$ cat src/rtl/reset_sequencer_pkg.sv
// Shared types and helpers for the reset sequencer slice.
package reset_seq_pkg;

  // Sequencer phases: hold everything, release one domain at a time, steady, or timed out.
  typedef enum logic [1:0] {HOLD, WAIT_ACK, RUN, FAULT} rs_state_t;

  // Widest domain vector the sequencer is meant to drive.
  localparam int MAX_DOMAINS = 8;

  // Width of a domain index. It is never narrower than one bit, so a single-domain
  // build still has a usable fault_domain port.
  function automatic int fd_width(input int n);
    return (n > 1) ? $clog2(n) : 1;
  endfunction

endpackage

$ cat src/rtl/reset_sequencer_if.sv
// Domain-side bundle: restart request and per-domain acks in; resets and status out.
interface reset_sequencer_if
  import reset_seq_pkg::*;
#(
  parameter int NUM_DOMAINS = 3
);
  localparam int FD_W = fd_width(NUM_DOMAINS);

  logic                   sw_reset_req;
  logic [NUM_DOMAINS-1:0] domain_ack;
  logic [NUM_DOMAINS-1:0] domain_reset;
  logic                   all_ready;
  logic                   busy;
  logic                   fault;
  logic [FD_W-1:0]        fault_domain;

  // The sequencer side drives resets and status.
  modport master (
    input  sw_reset_req, domain_ack,
    output domain_reset, all_ready, busy, fault, fault_domain
  );

  // The board/domain side consumes resets and returns acknowledges.
  modport slave (
    output sw_reset_req, domain_ack,
    input  domain_reset, all_ready, busy, fault, fault_domain
  );
endinterface

$ cat src/rtl/reset_sequencer_cycle_timer.sv
// Saturating cycle counter with an exact-match terminal flag.
// done is high during the enabled cycle whose edge would make count reach TARGET,
// so the owner can act on that same edge. TARGET=0 never fires.
module cycle_timer #(
  parameter int CNT_W  = 16,
  parameter int TARGET = 1
) (
  input  logic clk,
  input  logic reset,
  input  logic clear,
  input  logic enable,
  output logic done
);
  localparam logic [CNT_W-1:0] CNT_MAX = '1;
  localparam logic [CNT_W:0]   TGT     = (CNT_W + 1)'(TARGET);

  logic [CNT_W-1:0] count_reg;

  // The compare uses one extra bit, so a saturated counter can never alias onto TARGET.
  assign done = enable && (({1'b0, count_reg} + (CNT_W + 1)'(1)) == TGT);

  // The count clears on reset or request, advances when enabled, and sticks at all-ones.
  always_ff @(posedge clk) begin
    if (reset || clear) begin
      count_reg <= '0;
    end else if (enable && (count_reg != CNT_MAX)) begin
      count_reg <= count_reg + 1'b1;
    end
  end
endmodule

$ cat src/rtl/reset_sequencer.sv
// Power-on / on-demand reset sequencer.
// It holds all domains in reset, then releases them in index order.
// Each release waits for the previous domain's ack.
// An ack that does not arrive in time raises a sticky fault.
module reset_sequencer
  import reset_seq_pkg::*;
#(
  parameter int NUM_DOMAINS = 3,
  parameter int HOLD_CYCLES = 20,
  parameter int ACK_TIMEOUT = 1000,
  parameter int CNT_W       = 16
) (
  input  logic                clk,
  input  logic                reset,
  reset_sequencer_if.master   sif
);
  localparam int              FD_W     = fd_width(NUM_DOMAINS);
  localparam logic [FD_W-1:0] LAST_IDX = FD_W'(NUM_DOMAINS - 1);

  if (NUM_DOMAINS < 1 || NUM_DOMAINS > MAX_DOMAINS || HOLD_CYCLES < 1) begin : g_bad_params
    $error("reset_sequencer: NUM_DOMAINS must be 1..8 and HOLD_CYCLES >= 1");
  end

  rs_state_t              state_reg;
  logic [NUM_DOMAINS-1:0] dr_reg;
  logic                   all_ready_reg;
  logic                   busy_reg;
  logic                   fault_reg;
  logic [FD_W-1:0]        fault_domain_reg;
  logic [FD_W-1:0]        idx_reg;

  logic [NUM_DOMAINS-1:0] ack_sel;
  logic                   ack_cur;
  logic                   hold_done;
  logic                   ack_timeout;

  // Select the ack of the domain being waited on.
  // This is a one-hot AND-OR, so a non-power-of-two domain count never indexes past the vector.
  for (genvar gi = 0; gi < NUM_DOMAINS; gi++) begin : g_ack_sel
    assign ack_sel[gi] = sif.domain_ack[gi] && (idx_reg == FD_W'(gi));
  end
  assign ack_cur = |ack_sel;

  // The hold timer runs only in HOLD while no software request is pending.
  // A pending request keeps it pinned at zero, so the hold count starts when the request falls.
  cycle_timer #(
    .CNT_W  (CNT_W),
    .TARGET (HOLD_CYCLES)
  ) u_hold_timer (
    .clk    (clk),
    .reset  (reset),
    .clear  (sif.sw_reset_req || (state_reg != HOLD)),
    .enable (state_reg == HOLD),
    .done   (hold_done)
  );

  // The ack timer counts consecutive cycles with no ack for the current domain.
  // Each release or ack restarts it.
  cycle_timer #(
    .CNT_W  (CNT_W),
    .TARGET (ACK_TIMEOUT)
  ) u_ack_timer (
    .clk    (clk),
    .reset  (reset),
    .clear  (sif.sw_reset_req || (state_reg != WAIT_ACK) || ack_cur),
    .enable ((state_reg == WAIT_ACK) && !ack_cur),
    .done   (ack_timeout)
  );

  // Sequencer FSM. Every output is a register updated here. A restart request overrides everything else.
  always_ff @(posedge clk) begin
    if (reset || sif.sw_reset_req) begin
      state_reg        <= HOLD;
      dr_reg           <= '1;
      all_ready_reg    <= 1'b0;
      busy_reg         <= 1'b1;
      fault_reg        <= 1'b0;
      fault_domain_reg <= '0;
      idx_reg          <= '0;
    end else begin
      case (state_reg)
        HOLD: begin
          if (hold_done) begin
            state_reg <= WAIT_ACK;
            dr_reg[0] <= 1'b0;
            idx_reg   <= '0;
          end
        end
        WAIT_ACK: begin
          if (ack_cur) begin
            if (idx_reg == LAST_IDX) begin
              state_reg     <= RUN;
              all_ready_reg <= 1'b1;
              busy_reg      <= 1'b0;
            end else begin
              dr_reg  <= dr_reg & ~(NUM_DOMAINS'(1) << (idx_reg + 1'b1));
              idx_reg <= idx_reg + 1'b1;
            end
          end else if (ack_timeout) begin
            state_reg        <= FAULT;
            dr_reg           <= '1;
            fault_reg        <= 1'b1;
            fault_domain_reg <= idx_reg;
            busy_reg         <= 1'b0;
            all_ready_reg    <= 1'b0;
          end
        end
        RUN:     state_reg <= RUN;
        FAULT:   state_reg <= FAULT;
        default: state_reg <= HOLD;
      endcase
    end
  end

  assign sif.domain_reset = dr_reg;
  assign sif.all_ready    = all_ready_reg;
  assign sif.busy         = busy_reg;
  assign sif.fault        = fault_reg;
  assign sif.fault_domain = fault_domain_reg;
endmodule

$ cat src/flat_wrapper.sv
// flat-port wrapper written by rule: the top's interface ports become plain ports
module reset_sequencer_flat import reset_seq_pkg::*;
#(
  parameter int NUM_DOMAINS = 3,
  parameter int HOLD_CYCLES = 20,
  parameter int ACK_TIMEOUT = 1000,
  parameter int CNT_W       = 16
)
  (clk, reset, sif_sw_reset_req, sif_domain_ack, sif_domain_reset, sif_all_ready, sif_busy, sif_fault, sif_fault_domain);
  reset_sequencer_if #(.NUM_DOMAINS(NUM_DOMAINS)) sif_i ();
  input  logic clk;
  input  logic reset;
  input wire logic [$bits(sif_i.sw_reset_req)-1:0] sif_sw_reset_req;
  input wire logic [$bits(sif_i.domain_ack)-1:0] sif_domain_ack;
  output wire logic [$bits(sif_i.domain_reset)-1:0] sif_domain_reset;
  output wire logic [$bits(sif_i.all_ready)-1:0] sif_all_ready;
  output wire logic [$bits(sif_i.busy)-1:0] sif_busy;
  output wire logic [$bits(sif_i.fault)-1:0] sif_fault;
  output wire logic [$bits(sif_i.fault_domain)-1:0] sif_fault_domain;
  assign sif_i.sw_reset_req = sif_sw_reset_req;
  assign sif_i.domain_ack = sif_domain_ack;
  assign sif_domain_reset = sif_i.domain_reset;
  assign sif_all_ready = sif_i.all_ready;
  assign sif_busy = sif_i.busy;
  assign sif_fault = sif_i.fault;
  assign sif_fault_domain = sif_i.fault_domain;
  reset_sequencer #(.NUM_DOMAINS(NUM_DOMAINS), .HOLD_CYCLES(HOLD_CYCLES), .ACK_TIMEOUT(ACK_TIMEOUT), .CNT_W(CNT_W)) u_core (.clk(clk), .reset(reset), .sif(sif_i));
endmodule
$ cat config.mk
export PLATFORM = sky130hd
export DESIGN_NAME = reset_sequencer_flat
export DESIGN_NICKNAME = d
export VERILOG_FILES = /design/src/rtl/reset_sequencer_pkg.sv /design/src/rtl/reset_sequencer_if.sv /design/src/rtl/reset_sequencer_cycle_timer.sv /design/src/rtl/reset_sequencer.sv /design/src/flat_wrapper.sv
export SDC_FILE = /design/constraint.sdc
export NUM_CORES = 1
export LEC_CHECK = 0
export BUFFER_PORTS_ARGS = -buffer_cell sky130_fd_sc_hd__buf_2
export CAP_MARGIN = 20
export CORE_ASPECT_RATIO = 0.9
export CORE_MARGIN = 2
export CORE_UTILIZATION = 50
export DETAILED_ROUTE_END_ITERATION = 10
export GPL_TIMING_DRIVEN = 1
export PLACE_DENSITY = 0.73
export SYNTH_ARGS = -nofsm -noshare
export SYNTH_HDL_FRONTEND = slang
export SYNTH_SLANG_ARGS = --single-unit
$ cat constraint.sdc
create_clock -name clk -period 7.6 [get_ports clk]
set_input_delay 0.76 -clock clk [delete_from_list [all_inputs] [get_ports clk]]
set_output_delay 0.76 -clock clk [all_outputs]
set_load 0.005 [all_outputs]
==> impl_metrics.tcl <==
set metrics [dict create \
    fmax_mhz 332 \
    required_ps 7800 \
    drt_iter0_markers 165 \
    fin_crit_sh_pct 39.6 \
    routedWlPerCell_um 14.0 \
    share_clk_of_total_power_pct 37.3 \
    synthCells 292 \
    die_x_um 79.2 \
    first_global_vias 1861 \
    start_util_pct 52.3 \
    via_count 2086 \
    gp_congestion 0.814 \
    rsz0062_at_grt "no" \
    met2_usage_pct 28.2 \
    portBuffers 13 \
    synth-edff-count 0 \
    finClkSkew_ps 6.62 \
    synth.distinct_cells 53 \
    met1_usage_pct 26.8 \
    start_kind "register" \
    clock_sinks 44 \
    cp_max_fo 17 \
    slew_violations 0 \
    postRouteAntennaNets 0 \
    swShare_pct 22.2 \
    cts_tree "done" \
    syn_nets 308 \
    io_pins 14 \
    dieArea_um2 5670 \
    p_seq_share_pct 61.0 \
    fin_tns_setup_ps 0 \
    worst_pin_slew_ps 782 \
    dr.pass1.iters 5 \
    antennaDiodeCount 0 \
    ctsResizeCount 0 \
    timing.hold.worst.class "reg -> reg" \
    pre_cts_slack_ps 4540 \
    p_leak_nw 0.965 \
    min_period_ps 3010 \
    cp.arrival_ps 3210 \
    yosysSeqAreaShare_pct 34.6 \
    cts_root_buffer "clkbuf_8" \
    synthToLayoutAreaGrowth_pct 5.41 \
    track_usage_pct 18.7 \
    layout_commonest_cell "dfxtp_1" \
    setup_violations 0 \
    final_util_pct 55.1 \
    grt_overflow 0 \
    fillCellCount 456 \
    postCtsHoldBufs 0 \
    max_slew_margin_pct 47.4 \
    irDropWorstVdd_mv 0.0631 \
    end_kind "register" \
    maxCapViolations 0 \
    path_clk_slew_ps 80 \
    synth_warnings 0 \
    cts_buffers 5 \
    ctsLongestPathBuffers 2 \
    p_int_uw 295 \
    switchingPower_uw 84.4 \
    async_reset_ff_share_pct 0 \
    grt_max_degree 18 \
    vias_per_cell 5.81 \
    antenna_found_initial 0 \
    syn-mean-instance-area_um2 8.71 \
    synth_ff_type "dfxtp_1" \
    drive_gt1_share_pct 13.3 \
    crit_type "reg -> reg" \
    hold_violations 0 \
    setup_ws_ps 4590 \
    drc 0 \
    synth.ff_latch_count 44 \
    die_height_um 71.7 \
    clock_latency_ps 300 \
    final_cell_mix "dfxtp_1 (44), a21oi_1 (30), xnor2_1 (22)" \
    power_density_nw_per_um2 142 \
    core_area_um2 4860 \
    nets 310 \
    rows 24 \
    p_comb_share_pct 1.7 \
    grt_pass1_wl_um 8560 \
    outcome "completed" \
    grt.met3_usage_pct 4.16 \
    busiest_layer "met2" \
    dpl.hpwl_um 3560 \
    synthesis.area_um2 2540 \
    htree_levels 2 \
    post_cts_buffers 0 \
    wl_um 5030 \
]
## layer usage
layer,vias to the layer above,share of wire [%]
li1,1064,-
met1,965,52
met2,51,42
met3,6,4.3
met4,0,1.3
met5,-,0
## worst max-delay path, cell delays in order (launching register included)
cell	delay, ps
dfxtp_1	450
inv_1	120
ha_1	210
a222oi_1	490
nand3b_1	200
a31oi_4	440
nand2_1	90
or4_1	640
a31o_1	260
## cells by family (layout without fill, tap and decap cells)
| family | Yosys count | in the layout | synth area share [%] |
|---|---|---|---|
| mux | 8 | 8 | 3.15 |
| compound gates | 63 | 63 | 16.9 |
| simple gates | 110 | 110 | 25.2 |
| xor+xnor | 30 | 30 | 10.3 |
| flops | 44 | 44 | 34.6 |
| buf+inv | 27 | 29 | 4.87 |
| fa+ha+maj | 10 | 10 | 4.92 |
## synth_stat cells, types with 2 or more instances
master | number | area share [%]
xnor2_1 | 22 | 7.6
a31o_2 | 4 | 1.4
mux2i_1 | 8 | 3.1
nand4_1 | 11 | 2.7
nor3_1 | 6 | 1.2
nor4_1 | 5 | 1.2
nand3_1 | 16 | 3.1
nand2_1 | 19 | 2.8
and3_1 | 7 | 1.7
nand4_2 | 2 | 0.98
buf_2 | 6 | 1.2
dfxtp_1 | 44 | 35
o22ai_1 | 2 | 0.49
nor2b_1 | 2 | 0.49
a31oi_1 | 3 | 0.74
or4_1 | 4 | 1.2
nor3b_1 | 2 | 0.59
o211ai_1 | 2 | 0.59
inv_1 | 9 | 1.3
nor2_1 | 15 | 2.2
ha_1 | 10 | 4.9
buf_4 | 4 | 1.2
or2_2 | 6 | 1.5
o31ai_1 | 4 | 1.2
nand2b_1 | 4 | 0.98
xor2_1 | 8 | 2.8
o21ai_0 | 5 | 0.98
a21oi_1 | 30 | 5.9
clkbuf_1 | 8 | 1.2
## power by group through the flow
stage / Clock (mW) / Sequential (mW) / Combinational, mW
global route: 0.156 / 0.232 / 0.00718
detailed placement: 0 / 0.237 / 0.00639
floorplan: 0 / 0.237 / 0.00408
finish: 0.142 / 0.232 / 0.00659
CTS: 0.146 / 0.232 / 0.00642
global placement: 0 / 0.237 / 0.00620
## worst paths after layout
path	depth (start not counted)	slack, ps	end	startpoint
worst max-delay path	8	4590	u_core.sif.busy$_SDFFE_PP1P_	u_core.idx_reg[0]$_SDFFE_PP0P_
worst max register to register	8	4590	u_core.sif.busy$_SDFFE_PP1P_	u_core.idx_reg[0]$_SDFFE_PP0P_
worst min-delay path	2	450	u_core.sif.fault$_SDFFE_PP0P_	u_core.sif.fault$_SDFFE_PP0P_
worst min register to register	2	450	u_core.sif.fault$_SDFFE_PP0P_	u_core.sif.fault$_SDFFE_PP0P_
## area by class of cell
class | instances | area, um2 | area share, %
Clock inverter | 2 | 12.5 | 0.467
Clock buffer | 5 | 68.8 | 2.57
Timing Repair Buffer | 13 | 65.1 | 2.43
Tap cell | 65 | 81.3 | 3.03
Sequential cell | 44 | 881 | 32.9
Multi-Input combinational cell | 221 | 1540 | 57.4
Inverter | 9 | 33.8 | 1.26
## metrics by stage
stage / power, mW / cells / instance area, um2 / hold WS (ps)
6_report: 0.380 / 359 / 2680 / 448
5_1_grt: 0.395 / 359 / 2680 / 489
4_1_cts: 0.384 / 359 / 2680 / 446
3_5_place_dp: 0.243 / 352 / 2600 / 433
3_3_place_gp: 0.243 / 352 / 2600 / 431
2_1_floorplan: 0.241 / 292 / 2540 / 442
No activity file was read; power rests on OpenSTA's default activity.
